File: config.mk
export PLATFORM = sky130hd
export DESIGN_NAME = mem_access_stage_flat
export DESIGN_NICKNAME = d
export VERILOG_FILES = /design/src/rtl/mem_access_stage_if.sv /design/src/rtl/mem_access_stage.sv /design/src/flat_wrapper.sv
export SDC_FILE = /design/constraint.sdc
export NUM_CORES = 1
export LEC_CHECK = 0
export ABC_AREA = 1
export CORE_MARGIN = 2
export CORE_UTILIZATION = 38
export DETAILED_ROUTE_END_ITERATION = 16
export MAX_ROUTING_LAYER = met4
export PLACE_DENSITY = 0.88
export SLEW_MARGIN = 15
export SYNTH_ARGS = -nofsm -noshare
export SYNTH_HDL_FRONTEND = slang
export SYNTH_SLANG_ARGS = --single-unit
File: constraint.sdc
create_clock -name clock -period 2.6 [get_ports clock]
set_input_delay 0.26 -clock clock [delete_from_list [all_inputs] [get_ports clock]]
set_output_delay 0.26 -clock clock [all_outputs]
set_load 0.01 [all_outputs]
File: src/rtl/mem_access_stage_if.sv
// rtl/mem_access_stage_if.sv - data-memory req/gnt/rvalid bus between the MEM stage and data memory
interface mem_access_stage_if #(
    parameter int DataWidth = 32
);
    logic                 dmem_req;
    logic                 dmem_gnt;
    logic                 dmem_we;
    logic [3:0]           dmem_be;
    logic [DataWidth-1:0] dmem_addr;
    logic [DataWidth-1:0] dmem_wdata;
    logic                 dmem_rvalid;
    logic [DataWidth-1:0] dmem_rdata;

    modport master (
        output dmem_req, dmem_we, dmem_be, dmem_addr, dmem_wdata,
        input  dmem_gnt, dmem_rvalid, dmem_rdata
    );

    modport slave (
        input  dmem_req, dmem_we, dmem_be, dmem_addr, dmem_wdata,
        output dmem_gnt, dmem_rvalid, dmem_rdata
    );
endinterface

File: src/rtl/mem_access_stage.sv
// rtl/mem_access_stage.sv - RV32 memory-access stage: load/store over req/gnt/rvalid with pipeline stall
// Optional misaligned-access trap enabled by defining MISALIGN_TRAP_EN.
module mem_access_stage #(
    parameter int DataWidth    = 32,
    parameter int RegAddrWidth = 5
) (
    input  logic                    clock,
    input  logic                    reset,
    input  logic                    RegEn_IN,
    input  logic [DataWidth-1:0]    ALU_result_IN,
    input  logic [DataWidth-1:0]    Store_Data_IN,
    input  logic [RegAddrWidth-1:0] WB_REG_IN,
    input  logic                    Mem_to_Reg_IN,
    input  logic                    Mem_Read_IN,
    input  logic                    Mem_Write_IN,
    input  logic [2:0]              Funct3_IN,
    output logic                    RegEn_OUT,
    output logic [DataWidth-1:0]    ALU_result_OUT,
    output logic [DataWidth-1:0]    Mem_Data_OUT,
    output logic [RegAddrWidth-1:0] WB_REG_OUT,
    output logic                    Mem_to_Reg_OUT,
    output logic                    stall_o,
    mem_access_stage_if.master      dmem,
    output logic                    misalign_o
);
    typedef enum logic [1:0] {IDLE, REQ, WAIT, DONE} state_t;

    state_t               state_q, state_d;
    logic [DataWidth-1:0] load_data_q, load_data_d;

    logic                 mem_op;
    logic                 is_store;
    logic [1:0]           lane;
    logic                 acc_byte;
    logic                 acc_half;
    logic                 misaligned;
    logic                 req;
    logic [3:0]           store_be;
    logic [DataWidth-1:0] store_wdata;
    logic [7:0]           rd_byte;
    logic [15:0]          rd_half;
    logic [DataWidth-1:0] load_ext;

    // Write wins when both read and write are set, so the access is a store.
    assign mem_op   = Mem_Read_IN | Mem_Write_IN;
    assign is_store = Mem_Write_IN;
    assign lane     = ALU_result_IN[1:0];

    // Stores only know SB/SH/SW; loads also have the unsigned byte/half forms.
    assign acc_byte = is_store ? (Funct3_IN == 3'b000)
                               : (Funct3_IN == 3'b000 || Funct3_IN == 3'b100);
    assign acc_half = is_store ? (Funct3_IN == 3'b001)
                               : (Funct3_IN == 3'b001 || Funct3_IN == 3'b101);

`ifdef MISALIGN_TRAP_EN
    assign misaligned = mem_op & (acc_half ? lane[0] : (!acc_byte && lane != 2'b00));
`else
    assign misaligned = 1'b0;
`endif

    always_comb begin
        store_be    = 4'b1111;
        store_wdata = Store_Data_IN;
        if (acc_byte) begin
            store_be    = 4'b0001 << lane;
            store_wdata = {4{Store_Data_IN[7:0]}};
        end else if (acc_half) begin
            store_be    = lane[1] ? 4'b1100 : 4'b0011;
            store_wdata = {2{Store_Data_IN[15:0]}};
        end
    end

    always_comb begin
        case (lane)
            2'd1:    rd_byte = dmem.dmem_rdata[15:8];
            2'd2:    rd_byte = dmem.dmem_rdata[23:16];
            2'd3:    rd_byte = dmem.dmem_rdata[31:24];
            default: rd_byte = dmem.dmem_rdata[7:0];
        endcase
        rd_half = lane[1] ? dmem.dmem_rdata[31:16] : dmem.dmem_rdata[15:0];
        case (Funct3_IN)
            3'b000:  load_ext = {{24{rd_byte[7]}}, rd_byte};
            3'b001:  load_ext = {{16{rd_half[15]}}, rd_half};
            3'b100:  load_ext = {24'd0, rd_byte};
            3'b101:  load_ext = {16'd0, rd_half};
            default: load_ext = dmem.dmem_rdata;
        endcase
    end

    always_ff @(posedge clock or negedge reset) begin
        if (!reset) begin
            state_q     <= IDLE;
            load_data_q <= '0;
        end else begin
            state_q     <= state_d;
            load_data_q <= load_data_d;
        end
    end

    always_comb begin
        state_d     = state_q;
        load_data_d = load_data_q;
        stall_o     = 1'b0;
        req         = 1'b0;
        case (state_q)
            IDLE: begin
                if (mem_op && !misaligned) begin
                    stall_o = 1'b1;
                    state_d = REQ;
                end
            end
            REQ: begin
                stall_o = 1'b1;
                req     = 1'b1;
                if (dmem.dmem_gnt) begin
                    state_d = is_store ? DONE : WAIT;
                end
            end
            WAIT: begin
                stall_o = 1'b1;
                if (dmem.dmem_rvalid) begin
                    load_data_d = load_ext;
                    state_d     = DONE;
                end
            end
            // EX/MEM advances on the next edge, so DONE never re-issues the same op.
            DONE:    state_d = IDLE;
            default: state_d = IDLE;
        endcase
    end

    assign misalign_o = (state_q == IDLE) & misaligned;

    assign dmem.dmem_req   = req;
    assign dmem.dmem_we    = req & is_store;
    assign dmem.dmem_be    = is_store ? store_be : 4'b1111;
    assign dmem.dmem_addr  = {ALU_result_IN[DataWidth-1:2], 2'b00};
    assign dmem.dmem_wdata = store_wdata;

    assign RegEn_OUT      = RegEn_IN & ~stall_o & ~misalign_o;
    assign ALU_result_OUT = ALU_result_IN;
    assign WB_REG_OUT     = WB_REG_IN;
    assign Mem_to_Reg_OUT = Mem_to_Reg_IN;
    assign Mem_Data_OUT   = (state_q == DONE && !is_store) ? load_data_q : '0;
endmodule

File: src/flat_wrapper.sv
// flat-port wrapper written by rule: the top's interface ports become plain ports
module mem_access_stage_flat 
#(
    parameter int DataWidth    = 32,
    parameter int RegAddrWidth = 5
)
  (clock, reset, RegEn_IN, ALU_result_IN, Store_Data_IN, WB_REG_IN, Mem_to_Reg_IN, Mem_Read_IN, Mem_Write_IN, Funct3_IN, RegEn_OUT, ALU_result_OUT, Mem_Data_OUT, WB_REG_OUT, Mem_to_Reg_OUT, stall_o, misalign_o, dmem_dmem_req, dmem_dmem_we, dmem_dmem_be, dmem_dmem_addr, dmem_dmem_wdata, dmem_dmem_gnt, dmem_dmem_rvalid, dmem_dmem_rdata);
  mem_access_stage_if #(.DataWidth(DataWidth)) dmem_i ();
  input  logic clock;
  input  logic reset;
  input  logic RegEn_IN;
  input  logic [DataWidth-1:0] ALU_result_IN;
  input  logic [DataWidth-1:0] Store_Data_IN;
  input  logic [RegAddrWidth-1:0] WB_REG_IN;
  input  logic Mem_to_Reg_IN;
  input  logic Mem_Read_IN;
  input  logic Mem_Write_IN;
  input  logic [2:0] Funct3_IN;
  output logic RegEn_OUT;
  output logic [DataWidth-1:0] ALU_result_OUT;
  output logic [DataWidth-1:0] Mem_Data_OUT;
  output logic [RegAddrWidth-1:0] WB_REG_OUT;
  output logic Mem_to_Reg_OUT;
  output logic stall_o;
  output logic misalign_o;
  output wire logic [$bits(dmem_i.dmem_req)-1:0] dmem_dmem_req;
  output wire logic [$bits(dmem_i.dmem_we)-1:0] dmem_dmem_we;
  output wire logic [$bits(dmem_i.dmem_be)-1:0] dmem_dmem_be;
  output wire logic [$bits(dmem_i.dmem_addr)-1:0] dmem_dmem_addr;
  output wire logic [$bits(dmem_i.dmem_wdata)-1:0] dmem_dmem_wdata;
  input wire logic [$bits(dmem_i.dmem_gnt)-1:0] dmem_dmem_gnt;
  input wire logic [$bits(dmem_i.dmem_rvalid)-1:0] dmem_dmem_rvalid;
  input wire logic [$bits(dmem_i.dmem_rdata)-1:0] dmem_dmem_rdata;
  assign dmem_dmem_req = dmem_i.dmem_req;
  assign dmem_dmem_we = dmem_i.dmem_we;
  assign dmem_dmem_be = dmem_i.dmem_be;
  assign dmem_dmem_addr = dmem_i.dmem_addr;
  assign dmem_dmem_wdata = dmem_i.dmem_wdata;
  assign dmem_i.dmem_gnt = dmem_dmem_gnt;
  assign dmem_i.dmem_rvalid = dmem_dmem_rvalid;
  assign dmem_i.dmem_rdata = dmem_dmem_rdata;
  mem_access_stage #(.DataWidth(DataWidth), .RegAddrWidth(RegAddrWidth)) u_core (.clock(clock), .reset(reset), .RegEn_IN(RegEn_IN), .ALU_result_IN(ALU_result_IN), .Store_Data_IN(Store_Data_IN), .WB_REG_IN(WB_REG_IN), .Mem_to_Reg_IN(Mem_to_Reg_IN), .Mem_Read_IN(Mem_Read_IN), .Mem_Write_IN(Mem_Write_IN), .Funct3_IN(Funct3_IN), .RegEn_OUT(RegEn_OUT), .ALU_result_OUT(ALU_result_OUT), .Mem_Data_OUT(Mem_Data_OUT), .WB_REG_OUT(WB_REG_OUT), .Mem_to_Reg_OUT(Mem_to_Reg_OUT), .stall_o(stall_o), .dmem(dmem_i), .misalign_o(misalign_o));
endmodule
==> flow_summary.yaml <==
floorplan:
  coreArea_sq_um: 8720
  die-height_um: 99.0
  die_area_sq_um: 9810
  pin_count: 255
  num_rows: 34
  initial_core_util_pct: 39.4
  dieWidth_um: 99.0
global_routing:
  first_global_vias: 3281
  gr-total-overflow: 0
  grt_use_total_pct: 21.8
  grt_max_degree: 36
  grt_first_pass_wirelength_mm: 16.9
  grt_antenna_before_repair: 0
final_layout:
  area_growth_pct: 32.4
  fin_cells: 720
  nNetsFinal: 729
  fillCellCount: 863
  layout_commonest_cell: "nand2_1"
  drive_above_1_share_pct: 6.21
  diodes: 0
  final_cell_mix: "168 x nand2_1, 149 x clkdlybuf4s50_1, 83 x inv_1"
sta:
  rsz0062_at_grt: "false"
  setup_viol: 0
  final.min_clock_period_ns: 2.47
  hold_viol_final: 0
  tightest_slew_ns: 0.553
  drv_slew: 0
  slew_headroom_pct: 63.0
  period_share_pct: 94.9
  whs_ns: 0.390
  timing.final.ws_setup_ns: 0.134
  max_freq_mhz: 405
  tns_ns: 0
  fin_worst_skew_ns: 0.0110
routing:
  viasPerCell: 4.64
  wl_mm: 10.5
  dr.pass1.iters: 5
  drt_iter0_drc: 171
  vias: 3343
  post_drt_wl_per_cell_um: 14.6
  drcViolationCount: 0
  ant_nets: 0
worst_setup_path:
  slowest_delay_ns: 0.58
  arrival_ns: 2.21
  cp_common_cell: "clkdlybuf4s50_1"
  crit_chain: "clkdlybuf4s50_1, a21oi_4, nand2_1, o211ai_1, clkdlybuf4s50_1"
  cp.required_ns: 2.34
  r2r-start: "u_core.state_q[0]"
  path_class: "in2out"
  end_kind: "output pin"
  reg2reg_depth: 7
  crit_path_start_kind: "input pin"
  r2r-end: "u_core.load_data_q[13]"
  cp_max_fo: 8
  r2r_slack_ns: 0.66
  cp_slowest_cell: "clkdlybuf4s50_1"
clock_network:
  root_buffer: "clkbuf_8"
  clock_latency_ns: 0.28
  clk_pin_slew_ns: 0.07
  cts_made_buffers: 5
  cts_tree: "done"
  cts_max_level: 2
  clock_path_buffers: 2
  cts_sinks: 34
  cts_hold_buffers: 0
yosys:
  ys_ff_latch: 34
  ys.flop_type: "dfrtp_1"
  yosysUniqueCellTypes: 26
  synth_top_area_cell: "dfrtp_1"
  synthTopCellsByArea: "dfrtp_1 25%, nand2_1 18%, buf_4 18%, inv_1 9.1%, a21oi_1 6.1%"
  synth_top_area_share_pct: 24.8
  ys_seq_area_share_pct: 24.8
  avgSynthCellArea_sq_um: 6.32
  synth-edff-count: 0
  yosys_warnings: 0
  synth-async-reset-ratio_pct: 100
  syn_area_sq_um: 3430
  synthCells: 543
power_and_ir_drop:
  irDropWorstVdd_mv: 0.399
  p_leak_nw: 2.33
  power_density_nw_per_um2: 651
hold_path:
  min_path_type: "in2async"
placement:
  place.gp.congestion: 0.896
  dp_cells: 712
  dp_hpwl_mm: 8.44
  portBuffers: 149
  dp_slack_ns: 0.142
outcome:
  status: "completed"
job:
  maxCapViolations: 0
==> sequential cells by signal (all words and copies together) (netlist names) <==
signal,flops
u_core.state_q,2
u_core.load_data_q,32
==> cells in the mapped netlist, types with 6 or more instances <==
library cell and instances:
a21oi_1 42, ha_1 6, o21ai_0 17, inv_1 83, nand3_2 9, nand3b_1 6
dfrtp_1 34, nand2_1 169, nor2_1 37, buf_4 81, nand3_1 15, clkbuf_1 11
o22ai_1 7
==> power breakdown <==
group          internal, mW  switching, mW
clock                 0.287          0.184
combinational         0.714          0.863
sequential            0.786          0.126
==> layout make-up <==
| cell class | count | area, sq um | area share, % |
|---|---|---|---|
| Inverter | 88 | 333 | 7.32 |
| Timing Repair Buffer | 158 | 1560 | 34.3 |
| Clock inverter | 1 | 30.0 | 0.661 |
| Clock buffer | 7 | 76.3 | 1.68 |
| Tap cell | 108 | 135 | 2.97 |
| Multi-Input combinational cell | 324 | 1560 | 34.3 |
| Sequential cell | 34 | 851 | 18.7 |
==> routing by layer <==
layer / track usage (%) / share of wire, % / vias to the layer above
met5: - / 0 / -
met2: 33.2 / 45 / 166
met4: 3.69 / 0.85 / 0
met1: 30.0 / 47 / 1466
li1: - / - / 1702
met3: 5.25 / 7.7 / 9
==> worst max-delay path by stage <==
stage	start	endpoint	slack, ns	cells after the start
6_report	Funct3_IN[2]	dmem_dmem_wdata[31]	0.13	5
5_1_grt	Funct3_IN[2]	dmem_dmem_wdata[24]	0.06	9
4_1_cts	Mem_Write_IN	dmem_dmem_wdata[24]	0.13	9
3_5_place_dp	Mem_Write_IN	dmem_dmem_wdata[31]	0.14	5
3_3_place_gp	Mem_Write_IN	dmem_dmem_wdata[31]	0.16	5
2_1_floorplan	u_core.state_q[0]	u_core.load_data_q[16]	1.13	8
==> kinds of logic (layout without fill, tap and decap cells) <==
kind of cell,Yosys count,count (layout),share of synthesized area [%]
compound gates,71,71,11.5
fa+ha+maj,6,6,2.19
buf+inv,187,254,30.0
flops,34,34,24.8
other cells,1,3,0.109
simple gates,244,244,31.4
==> through the flow <==
step           total power, mW  instance area [sq um]  utilization, %
3_5_place_dp              2.49                   4440            50.9
6_report                  2.96                   4540            52.1
2_1_floorplan             1.91                   3440               -
4_1_cts                   2.98                   4540            52.1
3_3_place_gp              2.41                   4440            50.9
5_1_grt                   3.24                   4540            52.1
==> what timing repair did <==
item,in CTS,in global routing
endpoints found under the setup margin,0,3
setup buffers,0,0
resized for setup,0,1
==> critical path: cells and delay by family <==
family	cells	cell delay [ns]
compound gates	2	0.56
buf+inv	2	1.10
simple gates	1	0.28
Power figures use the tool's default switching activity.
